`config.mk`:
```
export PLATFORM = sky130hd
export DESIGN_NAME = ffd_pipe
export DESIGN_NICKNAME = d
export VERILOG_FILES = /design/src/rtl/ffd_pipe_pkg.sv /design/src/rtl/ffd_stage.sv /design/src/rtl/ffd_pipe.sv
export SDC_FILE = /design/constraint.sdc
export NUM_CORES = 1
export LEC_CHECK = 0
export CAP_MARGIN = 10
export CORE_UTILIZATION = 35
export DETAILED_ROUTE_END_ITERATION = 6
export PLACE_DENSITY_LB_ADDON = 0.12
export SYNTH_ARGS = -nofsm -noshare
export SYNTH_HDL_FRONTEND = slang
export SYNTH_SLANG_ARGS = --single-unit
```
`constraint.sdc`:
```
create_clock -name aclk -period 1.6 [get_ports aclk]
set_input_delay 0.32 -clock aclk [delete_from_list [all_inputs] [get_ports aclk]]
set_output_delay 0.32 -clock aclk [all_outputs]
set_load 0.02 [all_outputs]
```
`src/rtl/ffd_pipe_pkg.sv`:
```
// Shared constants and helpers for the ffd_pipe register pipeline.
package ffd_pipe_pkg;

    localparam int unsigned DEFAULT_RESET_VAL = 0;

    // Bits needed to represent an occupancy of 0..depth.
    function automatic int unsigned count_width(input int unsigned depth);
        return $clog2(depth + 1);
    endfunction

endpackage

```
`src/rtl/ffd_stage.sv`:
```
// One pipeline slice: a valid/data register pair with its ready term.
module ffd_stage
    import ffd_pipe_pkg::*;
#(
    parameter int unsigned       WIDTH     = 8,
    parameter logic [WIDTH-1:0]  RESET_VAL = WIDTH'(DEFAULT_RESET_VAL)
) (
    input  logic             aclk,
    input  logic             arst,
    input  logic             srst,
    input  logic             prev_valid,
    input  logic [WIDTH-1:0] prev_data,
    input  logic             next_ready,
    output logic             valid,
    output logic [WIDTH-1:0] data,
    output logic             ready
);

    logic             vld_q, vld_d;
    logic [WIDTH-1:0] dat_q, dat_d;

    // A stage can take a new beat when empty or when its occupant moves on.
    assign ready = !vld_q || next_ready;
    assign valid = vld_q;
    assign data  = dat_q;

    // Data only loads on a real beat so bubbles leave the register quiet.
    always_comb begin
        vld_d = vld_q;
        dat_d = dat_q;
        if (ready) begin
            vld_d = prev_valid;
            if (prev_valid) begin
                dat_d = prev_data;
            end
        end
    end

    always_ff @(posedge aclk or posedge arst) begin
        if (arst) begin
            vld_q <= 1'b0;
            dat_q <= RESET_VAL;
        end else if (srst) begin
            vld_q <= 1'b0;
            dat_q <= RESET_VAL;
        end else begin
            vld_q <= vld_d;
            dat_q <= dat_d;
        end
    end

endmodule

```
`src/rtl/ffd_pipe.sv`:
```
// DEPTH-stage valid/ready register pipeline with flush and occupancy count.
module ffd_pipe
    import ffd_pipe_pkg::*;
#(
    parameter int unsigned       WIDTH     = 8,
    parameter int unsigned       DEPTH     = 2,
    parameter logic [WIDTH-1:0]  RESET_VAL = WIDTH'(DEFAULT_RESET_VAL)
) (
    input  logic                            aclk,
    input  logic                            arst,
    input  logic                            srst,
    input  logic                            in_valid,
    output logic                            in_ready,
    input  logic [WIDTH-1:0]                in_data,
    output logic                            out_valid,
    input  logic                            out_ready,
    output logic [WIDTH-1:0]                out_data,
    output logic [count_width(DEPTH)-1:0]   count
);

    localparam int unsigned CW = count_width(DEPTH);

    // Index 0 is the upstream side, index DEPTH the downstream side.
    logic             vld_c [DEPTH+1];
    logic [WIDTH-1:0] dat_c [DEPTH+1];
    logic             rdy_c [DEPTH+1];

    logic          in_xfer, out_xfer;
    logic [CW-1:0] count_q, count_d;

    assign vld_c[0]     = in_valid;
    assign dat_c[0]     = in_data;
    assign rdy_c[DEPTH] = out_ready;

    assign in_ready  = rdy_c[0];
    assign out_valid = vld_c[DEPTH];
    assign out_data  = dat_c[DEPTH];

    for (genvar i = 0; i < DEPTH; i++) begin : g_stage
        ffd_stage #(
            .WIDTH     (WIDTH),
            .RESET_VAL (RESET_VAL)
        ) u_stage (
            .aclk       (aclk),
            .arst       (arst),
            .srst       (srst),
            .prev_valid (vld_c[i]),
            .prev_data  (dat_c[i]),
            .next_ready (rdy_c[i+1]),
            .valid      (vld_c[i+1]),
            .data       (dat_c[i+1]),
            .ready      (rdy_c[i])
        );
    end

    assign in_xfer  = in_valid && in_ready;
    assign out_xfer = out_valid && out_ready;
    assign count    = count_q;

    always_comb begin
        count_d = count_q;
        if (in_xfer && !out_xfer) begin
            count_d = count_q + CW'(1);
        end else if (!in_xfer && out_xfer) begin
            count_d = count_q - CW'(1);
        end
    end

    always_ff @(posedge aclk or posedge arst) begin
        if (arst) begin
            count_q <= '0;
        end else if (srst) begin
            count_q <= '0;
        end else begin
            count_q <= count_d;
        end
    end

endmodule

```
==> flow_summary_export.csv, run 1 <==
group,metric,value,unit
grt,antenna_found_initial,0,
place,place_hpwl,1283,µm
hold_path,min_path_type,"in -> async",
logic_synthesis,synth_top_cell_area_share,55.02,%
layout,nNetsFinal,121,
power_and_ir_drop,peakVddDrop,0.6239,mV
detailed_routing,wl_per_cell,12.45,µm
run_status,status,"completed",
place,port_buffers,24,
floorplanning,die_w,52.98,µm
logic_synthesis,synth_most_common_cell,"dfrtp_1",
logic_synthesis,yosys_warnings,0,
layout,final_cells,137,
sta,period_share,96.35,%
sta,finalHoldViolCount,0,
detailed_routing,dr.pass1.iters,4,
logic_synthesis,synth_fp_nets,91,
detailed_routing,vias,670,
critical_path,cp.required,1.79,ns
logic_synthesis,avgSynthCellArea,11.66,µm²
detailed_routing,drtAntennaViolNets,0,
logic_synthesis,synth_edf_count,0,
detailed_routing,post_drt_via_cell_ratio,4.891,
critical_path,critPathCaptureType,"register",
sta,worst_hold_slack,0.3496,ns
place,dp.cells,133,
sta,setup_viol,0,
cts,h-tree-depth,1,
detailed_routing,first_iter_violations,4,
cts,cts_tree,"yes",
sta,slew_viol_final,0,
floorplanning,dieHeight,52.98,µm
power_and_ir_drop,finalPower,1.140,mW
logic_synthesis,syn_area,909.6,µm²
grt,grt_overflow,0,
critical_path,worstSetupPathType,"in -> reg",
critical_path,critPathSlowestCell,"clkdlybuf4s50_1",
logic_synthesis,yosys_register_bits,20,
power_and_ir_drop,static-leakage-power,0.7856,nW
layout,fill_cells,247,
power_and_ir_drop,power_density,891.8,nW/µm²
logic_synthesis,yosysUniqueCellTypes,24,
logic_synthesis,synthCells,78,
critical_path,path_cells,"clkdlybuf4s50_1 -> or3b_1 -> a32oi_2 -> nor3b_1 -> a211o_1",
sta,period_minus_slack,1.542,ns
detailed_routing,wirelength,1706,µm
grt,first_global_vias,630,
sta,clock_skew,0.008386,ns
cts,cts_max_path_buffers,2,
cts,root_buffer,"clkbuf_4",
floorplanning,core_region_area,2477,µm²
grt,grt_use_total,13.88,%
cts,clock_latency,0.29,ns
critical_path,critical-path-max-stage-delay,0.46,ns
cts,cts.sinks,20,
floorplanning,row_count,18,
sta,clock.fmax,648.6,MHz
floorplanning,initial_core_util,36.72,%
critical_path,start_kind,"input pin",
grt,grt_pass1_wl,2718,µm
logic_synthesis,async_flop_share,100.0,%
floorplanning,die-area,2807,µm²
logic_synthesis,yosys-top-cells-area,"dfrtp_1 55%, mux2i_1 8.8%, a22o_1 7.7%",
sta,relSlewSlack,66.60,%
logic_synthesis,synth_ff_type,"dfrtp_1",
logic_synthesis,yosys.area.top_type,"dfrtp_1",
detailed_routing,drc_errors,0,
logic_synthesis,yosysSeqAreaShare,55.02,%
layout,drive_above_1_share,19.63,%
sta,finalSetupTns,0,ns
cts,clk_pin_slew,0.11,ns
layout,area_growth,40.58,%
grt,grt_max_degree,21,
critical_path,crit_fanout,4,
run,cap_violations,0,
place,place_congestion,0.7746,
critical_path,worstPathArrival,1.73,ns
floorplanning,ios,25,
cts,cts_inserted_buffers,3,
cts,postCtsSetupRepairBufs,0,
logic_synthesis,synthTopCellsByCount,"20 x dfrtp_1, 10 x nor2_1, 8 x a22o_1, 8 x buf_4, 8 x mux2i_1",
sta,rsz0062_at_grt,"false",
sta,worstMarginPinSlew,0.4992,ns
layout,antenna_cells,0,
[power breakdown]
group          leakage, nW  internal, mW  total, mW  switching [mW]
logic                0.489        0.0991      0.184          0.0851
clock network       0.0279         0.253      0.400           0.147
registers            0.269         0.533      0.556          0.0233
total                0.786         0.885       1.14           0.256
[per-layer routing]
metal	wire [µm]	global-route usage, %	part of all wire [%]
met1	809	16.67	47
met5	0	0	0
met4	13	2.632	0.76
met2	816	23.63	48
met3	66	5.172	3.9
[worst max-delay path, delay by kind of cell]
kind	cells	cell delay (ns)
buffers and inverters	1	0.46
AOI/OAI and AO/OA	2	0.48
and+or+nand+nor	2	0.47
[final cells by class]
| type | instances | area, µm² | share of cell area (%) |
|---|---|---|---|
| Clock inverter | 1 | 30.03 | 2.348 |
| Timing Repair Buffer | 35 | 336.6 | 26.32 |
| Clock buffer | 3 | 22.52 | 1.761 |
| Sequential cell | 20 | 500.5 | 39.14 |
| Inverter | 4 | 15.01 | 1.174 |
| Multi-Input combinational cell | 44 | 336.6 | 26.32 |
| Tap cell | 30 | 37.54 | 2.935 |
[worst paths after layout]
check,from,endpoint,slack (ns),cells past startpoint
worst min register to register,g_stage[0].u_stage.data[0],g_stage[0].u_stage.data[0],0.52,1
worst max-delay path,out_ready,count[1],0.06,5
max in group asynchronous,arst,g_stage[1].u_stage.data[3],1.04,3
min in group aclk,in_valid,g_stage[0].u_stage.valid,0.46,4
worst min-delay path,arst,g_stage[1].u_stage.data[7],0.35,3
worst max register to register,g_stage[0].u_stage.valid,count[1],0.11,4
[metrics by stage]
stage	instance area, µm²	setup WS, ns	util [%]
CTS	1255	0.004395	50.66
global route	1279	0.007823	51.62
global placement	1201	-0.3450	48.48
finish	1279	0.05832	51.62
floorplan	909.6	0.07349	-
detailed placement	1201	-0.3617	48.48
[cells by family after synthesis]
family,share of synthesized area (%)
compound gates,15.27
buf+inv,9.215
flops,55.02
mux,8.804
simple gates,11.69
[timing repair]
action,in CTS,in global routing
hold buffers,0,0
setup endpoints to repair,12,10
endpoints found under the hold margin,0,0
resized for setup,7,12
[cells in the final DEF, fill, tap and decap left out, drive strengths merged]
cell,n
a211o,1
a221oi,1
clkdlybuf4s50,11
dlygate4sd2,3
or2b,1
nand2,1
inv,4
nor2,10
nand3b,1
mux2i,8
nor4b,1
a21o,1
buf,12
nor3,1
or3b,1
a21oi,3
dlymetal6s2s,9
dfrtp,20
nor2b,1
a22o,8
o21ai,2
bufinv,1
a32oi,1
and2b,1
clkbuf,3
nor3b,1
[registers in the layout (all words and copies together) (netlist names)]
signal                 flops
count                      2
g_stage.u_stage.data      16
g_stage.u_stage.valid      2
No activity file was read; power rests on OpenSTA's default activity.
==> run 2: changes to the inputs <==
--- a/config.mk
+++ b/config.mk
@@ -7,8 +7,10 @@
 export LEC_CHECK = 0
 export CAP_MARGIN = 10
 export CORE_UTILIZATION = 35
+export CTS_CLUSTER_DIAMETER = 40
 export DETAILED_ROUTE_END_ITERATION = 6
 export PLACE_DENSITY_LB_ADDON = 0.12
+export SLEW_MARGIN = 5
 export SYNTH_ARGS = -nofsm -noshare
 export SYNTH_HDL_FRONTEND = slang
 export SYNTH_SLANG_ARGS = --single-unit
==> results of run 2 <==
No change in the layout: final DEF, timing and power equal those of run 1.
